==> src/rtl/uart_prog_loader.sv <==
// UART 8N1 receiver and 4-byte packet parser that emits program-memory write strobes.
// Latency: strobe/error registered one cycle after the byte completes; the line passes a 2-flop synchroniser first.
// Backpressure: none; the serial line cannot be stalled, so every byte is consumed as it arrives.
module uart_prog_loader #(
    parameter int CLKS_PER_BIT = 5208,
    parameter int TIMEOUT_BITS = 32
) (
    input  logic       CLOCK_50,
    input  logic       rst,
    input  logic       UART_RXD,
    output logic [3:0] serial_addr,
    output logic [7:0] serial_value,
    output logic       serial_WE,
    output logic       pkt_err,
    output logic       busy
);
    localparam int CNT_W     = $clog2(CLKS_PER_BIT);
    localparam int TMO_LIMIT = TIMEOUT_BITS * CLKS_PER_BIT;
    localparam int TMO_W     = $clog2(TMO_LIMIT);
    localparam logic [CNT_W-1:0] HALF_LAST = CNT_W'(CLKS_PER_BIT / 2 - 1);
    localparam logic [CNT_W-1:0] BIT_LAST  = CNT_W'(CLKS_PER_BIT - 1);
    localparam logic [TMO_W-1:0] TMO_LAST  = TMO_W'(TMO_LIMIT - 1);
    localparam logic [7:0]       SYNC_BYTE = 8'hA5;

    typedef enum logic [1:0] {RX_IDLE, RX_START, RX_DATA, RX_STOP} rx_state_t;
    typedef enum logic [1:0] {P_SYNC, P_ADDR, P_DATA, P_CSUM} p_state_t;

    rx_state_t        rx_state, rx_next;
    p_state_t         p_state, p_next;
    logic             rx_meta, rxs, rxs_prev;
    logic [CNT_W-1:0] clk_cnt;
    logic [2:0]       bit_cnt;
    logic [7:0]       shift_dat;
    logic             byte_vld;
    logic [7:0]       byte_dat;
    logic [3:0]       addr_q;
    logic [7:0]       data_q;
    logic [TMO_W-1:0] idle_cnt;

    logic rx_fall, start_edge, bit_tick;
    logic sample_dat, stop_ok, frame_err;
    logic addr_bad, csum_match, write_ok, csum_bad, tmo_hit;

    assign rx_fall    = rxs_prev & ~rxs;
    assign start_edge = (rx_state == RX_IDLE) && rx_fall;
    assign bit_tick   = (clk_cnt == BIT_LAST);

    always_ff @(posedge CLOCK_50) begin
        if (rst) begin
            rx_meta  <= 1'b1;
            rxs      <= 1'b1;
            rxs_prev <= 1'b1;
        end else begin
            rx_meta  <= UART_RXD;
            rxs      <= rx_meta;
            rxs_prev <= rxs;
        end
    end

    // ---------------- receiver FSM ----------------
    always_ff @(posedge CLOCK_50) begin
        if (rst) rx_state <= RX_IDLE;
        else     rx_state <= rx_next;
    end

    always_comb begin
        rx_next = rx_state;
        case (rx_state)
            RX_IDLE:  if (rx_fall) rx_next = RX_START;
            // A line already high again at mid start bit was a glitch.
            RX_START: if (clk_cnt == HALF_LAST) rx_next = rxs ? RX_IDLE : RX_DATA;
            RX_DATA:  if (bit_tick && bit_cnt == 3'd7) rx_next = RX_STOP;
            RX_STOP:  if (bit_tick) rx_next = RX_IDLE;
            default:  rx_next = RX_IDLE;
        endcase
    end

    always_comb begin
        sample_dat = (rx_state == RX_DATA) && bit_tick;
        stop_ok    = (rx_state == RX_STOP) && bit_tick && rxs;
        frame_err  = (rx_state == RX_STOP) && bit_tick && !rxs;
    end

    always_ff @(posedge CLOCK_50) begin
        if (rst) begin
            clk_cnt   <= '0;
            bit_cnt   <= '0;
            shift_dat <= '0;
            byte_vld  <= 1'b0;
            byte_dat  <= '0;
        end else begin
            byte_vld <= stop_ok;
            if (stop_ok) byte_dat <= shift_dat;
            if (rx_state == RX_IDLE || rx_next != rx_state || bit_tick) clk_cnt <= '0;
            else                                                        clk_cnt <= clk_cnt + CNT_W'(1);
            if (rx_state == RX_IDLE) bit_cnt <= '0;
            if (sample_dat) begin
                shift_dat <= {rxs, shift_dat[7:1]};
                bit_cnt   <= bit_cnt + 3'd1;
            end
        end
    end

    // ---------------- packet parser FSM ----------------
    always_ff @(posedge CLOCK_50) begin
        if (rst) p_state <= P_SYNC;
        else     p_state <= p_next;
    end

    always_comb begin
        p_next = p_state;
        if (frame_err || tmo_hit) begin
            p_next = P_SYNC;
        end else if (byte_vld) begin
            case (p_state)
                P_SYNC:  if (byte_dat == SYNC_BYTE) p_next = P_ADDR;
                P_ADDR:  p_next = (byte_dat[7:4] == 4'h0) ? P_DATA : P_SYNC;
                P_DATA:  p_next = P_CSUM;
                P_CSUM:  p_next = P_SYNC;
                default: p_next = P_SYNC;
            endcase
        end
    end

    always_comb begin
        addr_bad   = byte_vld && (p_state == P_ADDR) && (byte_dat[7:4] != 4'h0);
        csum_match = (byte_dat == SYNC_BYTE + {4'h0, addr_q} + data_q);
        write_ok   = byte_vld && (p_state == P_CSUM) && csum_match;
        csum_bad   = byte_vld && (p_state == P_CSUM) && !csum_match;
        // Idle time only accrues between bytes of an open packet.
        tmo_hit    = (p_state != P_SYNC) && (rx_state == RX_IDLE) && !rx_fall
                     && (idle_cnt == TMO_LAST);
        busy       = (rx_state != RX_IDLE) || (p_state != P_SYNC);
    end

    always_ff @(posedge CLOCK_50) begin
        if (rst) begin
            idle_cnt     <= '0;
            addr_q       <= '0;
            data_q       <= '0;
            serial_addr  <= '0;
            serial_value <= '0;
            serial_WE    <= 1'b0;
            pkt_err      <= 1'b0;
        end else begin
            if (start_edge || p_state == P_SYNC || tmo_hit) idle_cnt <= '0;
            else if (rx_state == RX_IDLE)                   idle_cnt <= idle_cnt + TMO_W'(1);
            if (byte_vld && p_state == P_ADDR) addr_q <= byte_dat[3:0];
            if (byte_vld && p_state == P_DATA) data_q <= byte_dat;
            serial_WE <= write_ok;
            pkt_err   <= frame_err || addr_bad || csum_bad || tmo_hit;
            if (write_ok) begin
                serial_addr  <= addr_q;
                serial_value <= data_q;
            end
        end
    end
endmodule
==> config.mk <==
export PLATFORM = sky130hd
export DESIGN_NAME = uart_prog_loader
export DESIGN_NICKNAME = d
export VERILOG_FILES = /design/src/rtl/uart_prog_loader.sv
export SDC_FILE = /design/constraint.sdc
export NUM_CORES = 1
export LEC_CHECK = 0
export ABC_AREA = 0
export BUFFER_PORTS_ARGS = -buffer_cell sky130_fd_sc_hd__buf_2
export CORE_UTILIZATION = 50
export DETAILED_ROUTE_END_ITERATION = 8
export PLACE_DENSITY = 0.7
export REMOVE_ABC_BUFFERS = 1
export SLEW_MARGIN = 20
export SYNTH_ARGS = -nofsm -noshare
export SYNTH_HDL_FRONTEND = slang
export SYNTH_SLANG_ARGS = --single-unit
==> constraint.sdc <==
create_clock -name CLOCK_50 -period 2.4 [get_ports CLOCK_50]
set_input_delay 0.48 -clock CLOCK_50 [delete_from_list [all_inputs] [get_ports CLOCK_50]]
set_output_delay 0.48 -clock CLOCK_50 [all_outputs]
set_load 0.02 [all_outputs]
==> flow_summary.toml <==
[status]
violations = "negative setup slack"
status = "finished, violations left"

[timing]
max-slew-margin-rel = 0.591
setup_viol = 13
fmax_mhz = 396
tightest_slew_ns = 0.612
layout_min_cycle_time_ns = 2.52
hold_viol = 0
fin_ws_ns = -0.124
clock_skew_ns = 0.0105
period_share = 1.05
rsz0062_at_grt = "true"
slew_violations = 0

[finish]
area_delta_synth_final_pct = 15.3
final_cell_area_um2 = 4470
antennaDiodeCount = 0
final_nets = 490
layout_commonest_cell = "dfxtp_1"
final_cells = 576
drive_gt1_frac = 0.180
final_cell_mix = "dfxtp_1 (78), nor2_1 (68), nand2_1 (54)"
final_util = 0.607

[clock_network]
path_clk_slew_ns = 0.09
numCtsBuffers = 9
clk_latency_ns = 0.36
clock-sinks = 84
clockBufferDepth = 2
cts_tree = "built"
clk_root_buffer_cell = "clkbuf_8"
htreeDepth = 3
cts_hold_buf = 0

[floorplan]
die_w_um = 90.1
die_h_um = 90.1
core_area_um2 = 7370
initial_core_util = 0.526
core.rowCount = 31
io_pins = 18
dieArea_um2 = 8120

[routing]
drt.antenna.violating_nets = 0
firstDrtPassIters = 4
wl_per_cell_um = 12.8
initialDrtViolationCount = 118
viasPerCell = 5.15
drc = 0
num_vias = 2965
wl_um = 7360

[critical_path]
critPathMaxFanout = 2
path_class = "reg2reg"
r2r_slack_ns = -0.12
end_kind = "flop"
start_kind = "flop"
critPathRequiredTime_ns = 2.65
arrival_ns = 2.78

[synth]
syn_inst = 434
ys.flop_type = "dfxtp_1"
ys_seq_area_frac = 0.433
ys_ff_latch = 84
syn_area_um2 = 3880
synth-async-reset-ratio = 0
ys_types = 50
yosysWarnings = 0
synth_edf_count = 0
syn_avg_cell_area_um2 = 8.94

[placed_design]
dpl-instance-area_um2 = 4190
io_buffers = 17
hpwlAfterDp_um = 5080
placed_cells = 557
place_congestion = 0.859

[power_and_ir_drop]
power.total_mw = 2.46
irDropWorstVdd_uv = 354
leakage_nw = 1.69
powerDensity_nw_per_um2 = 550

[grt]
antenna_found_initial = 0
grtUsageTotal = 0.194
grt_start_max_net_pins = 28
grt_pass1_vias = 2719
gr-total-overflow = 0
grt_pass1_wl_um = 12800

[job]
maxCapViolCount = 0

[hold_path]
hold_class = "in2reg"
==> per-stage QoR <==
| stage | hold WS (ns) | setup slack, ns | setup TNS [ns] |
|---|---|---|---|
| global route | 0.302 | -0.212 | -2.09 |
| CTS | 0.300 | -0.0464 | -0.0519 |
| floorplan | 0.389 | -0.678 | -8.78 |
| global placement | 0.398 | -0.0787 | -0.905 |
| finish | 0.307 | -0.124 | -0.413 |
| detailed placement | 0.408 | -0.202 | -1.79 |
==> critical path, stage by stage, from the launching register on <==
cell	delay (ns)
dfxtp_2	0.35
ha_4	0.24
ha_4	0.16
fa_2	0.53
xor2_1	0.07
nor3_1	0.16
nand4b_1	0.21
o41a_1	0.46
o31a_1	0.24
==> synthesized netlist by cell type (2+ instances only) <==
| library cell | count | share of area |
|---|---|---|
| xor2_1 | 18 | 0.041 |
| nor2_1 | 68 | 0.066 |
| nand3_1 | 14 | 0.018 |
| and4_1 | 2 | 0.0045 |
| and2_1 | 2 | 0.0032 |
| o21ai_0 | 12 | 0.015 |
| mux2_2 | 2 | 0.0058 |
| and3_1 | 6 | 0.0097 |
| nor3_1 | 8 | 0.010 |
| ha_1 | 14 | 0.045 |
| or4_1 | 3 | 0.0058 |
| dfxtp_1 | 84 | 0.43 |
| nor2b_1 | 2 | 0.0032 |
| nand2_1 | 54 | 0.052 |
| or4b_1 | 2 | 0.0052 |
| mux2i_1 | 33 | 0.085 |
| xnor2_1 | 21 | 0.047 |
| buf_4 | 2 | 0.0039 |
| nand4_1 | 6 | 0.0097 |
| a21oi_1 | 20 | 0.026 |
| nand3b_1 | 2 | 0.0039 |
| inv_1 | 15 | 0.015 |
| nand4b_1 | 2 | 0.0045 |
| nor4bb_1 | 4 | 0.010 |
| o211ai_1 | 2 | 0.0039 |
| clkbuf_1 | 9 | 0.0087 |
| or2_2 | 4 | 0.0064 |
==> sequential cells by signal, indices dropped and copies added (netlist names), 2 cells and up, named ones only <==
register	cells
idle_cnt	18
clk_cnt	13
byte_dat	8
data_q	8
serial_value	8
shift_dat	8
addr_q	4
serial_addr	4
bit_cnt	3
rx_state	2
==> kinds of logic after synthesis <==
group,synth area share
and+or+nand+nor,0.240
DFF,0.433
AOI/OAI and AO/OA,0.0593
xor gates and xnor gates,0.0880
muxes,0.0909
buffers and inverters,0.0384
adders and majority gates,0.0503
==> power by group <==
group | internal (mW) | switching [mW]
clock | 0.486 | 0.527
sequential | 1.40 | 0.00264
combinational | 0.0133 | 0.0345
==> layout make-up <==
cell class | instances | area, um2
clock buffer | 9 | 124
clock inverter | 7 | 76.3
fill | 650 | 2900
inverter | 16 | 62.6
multi-input combinational | 319 | 2110
sequential | 84 | 1690
tap | 99 | 124
timing repair buffer | 42 | 285
==> routing by layer <==
| layer | global-route usage | routed length, um | share of wire |
|---|---|---|---|
| met1 | 0.268 | 3710 | 0.50 |
| met2 | 0.299 | 3300 | 0.45 |
| met3 | 0.0347 | 230 | 0.031 |
| met4 | 0.0806 | 127 | 0.017 |
| met5 | 0 | 0 | 0 |
==> path summary, 6_finish.rpt <==
check | startpoint | endpoint | cells past startpoint
max | addr_q[1] | pkt_err | 8
min | UART_RXD | rx_meta | 2
max reg2reg | addr_q[1] | pkt_err | 8
min reg2reg | rx_meta | rxs | 1
==> timing repair <==
item | CTS | global route
gates resized for setup | 14 | 7
endpoints found under the setup margin | 14 | 14
pin swaps | 1 | 2
buffers inserted | 1 | 2
(Power assumes the default switching activity.)
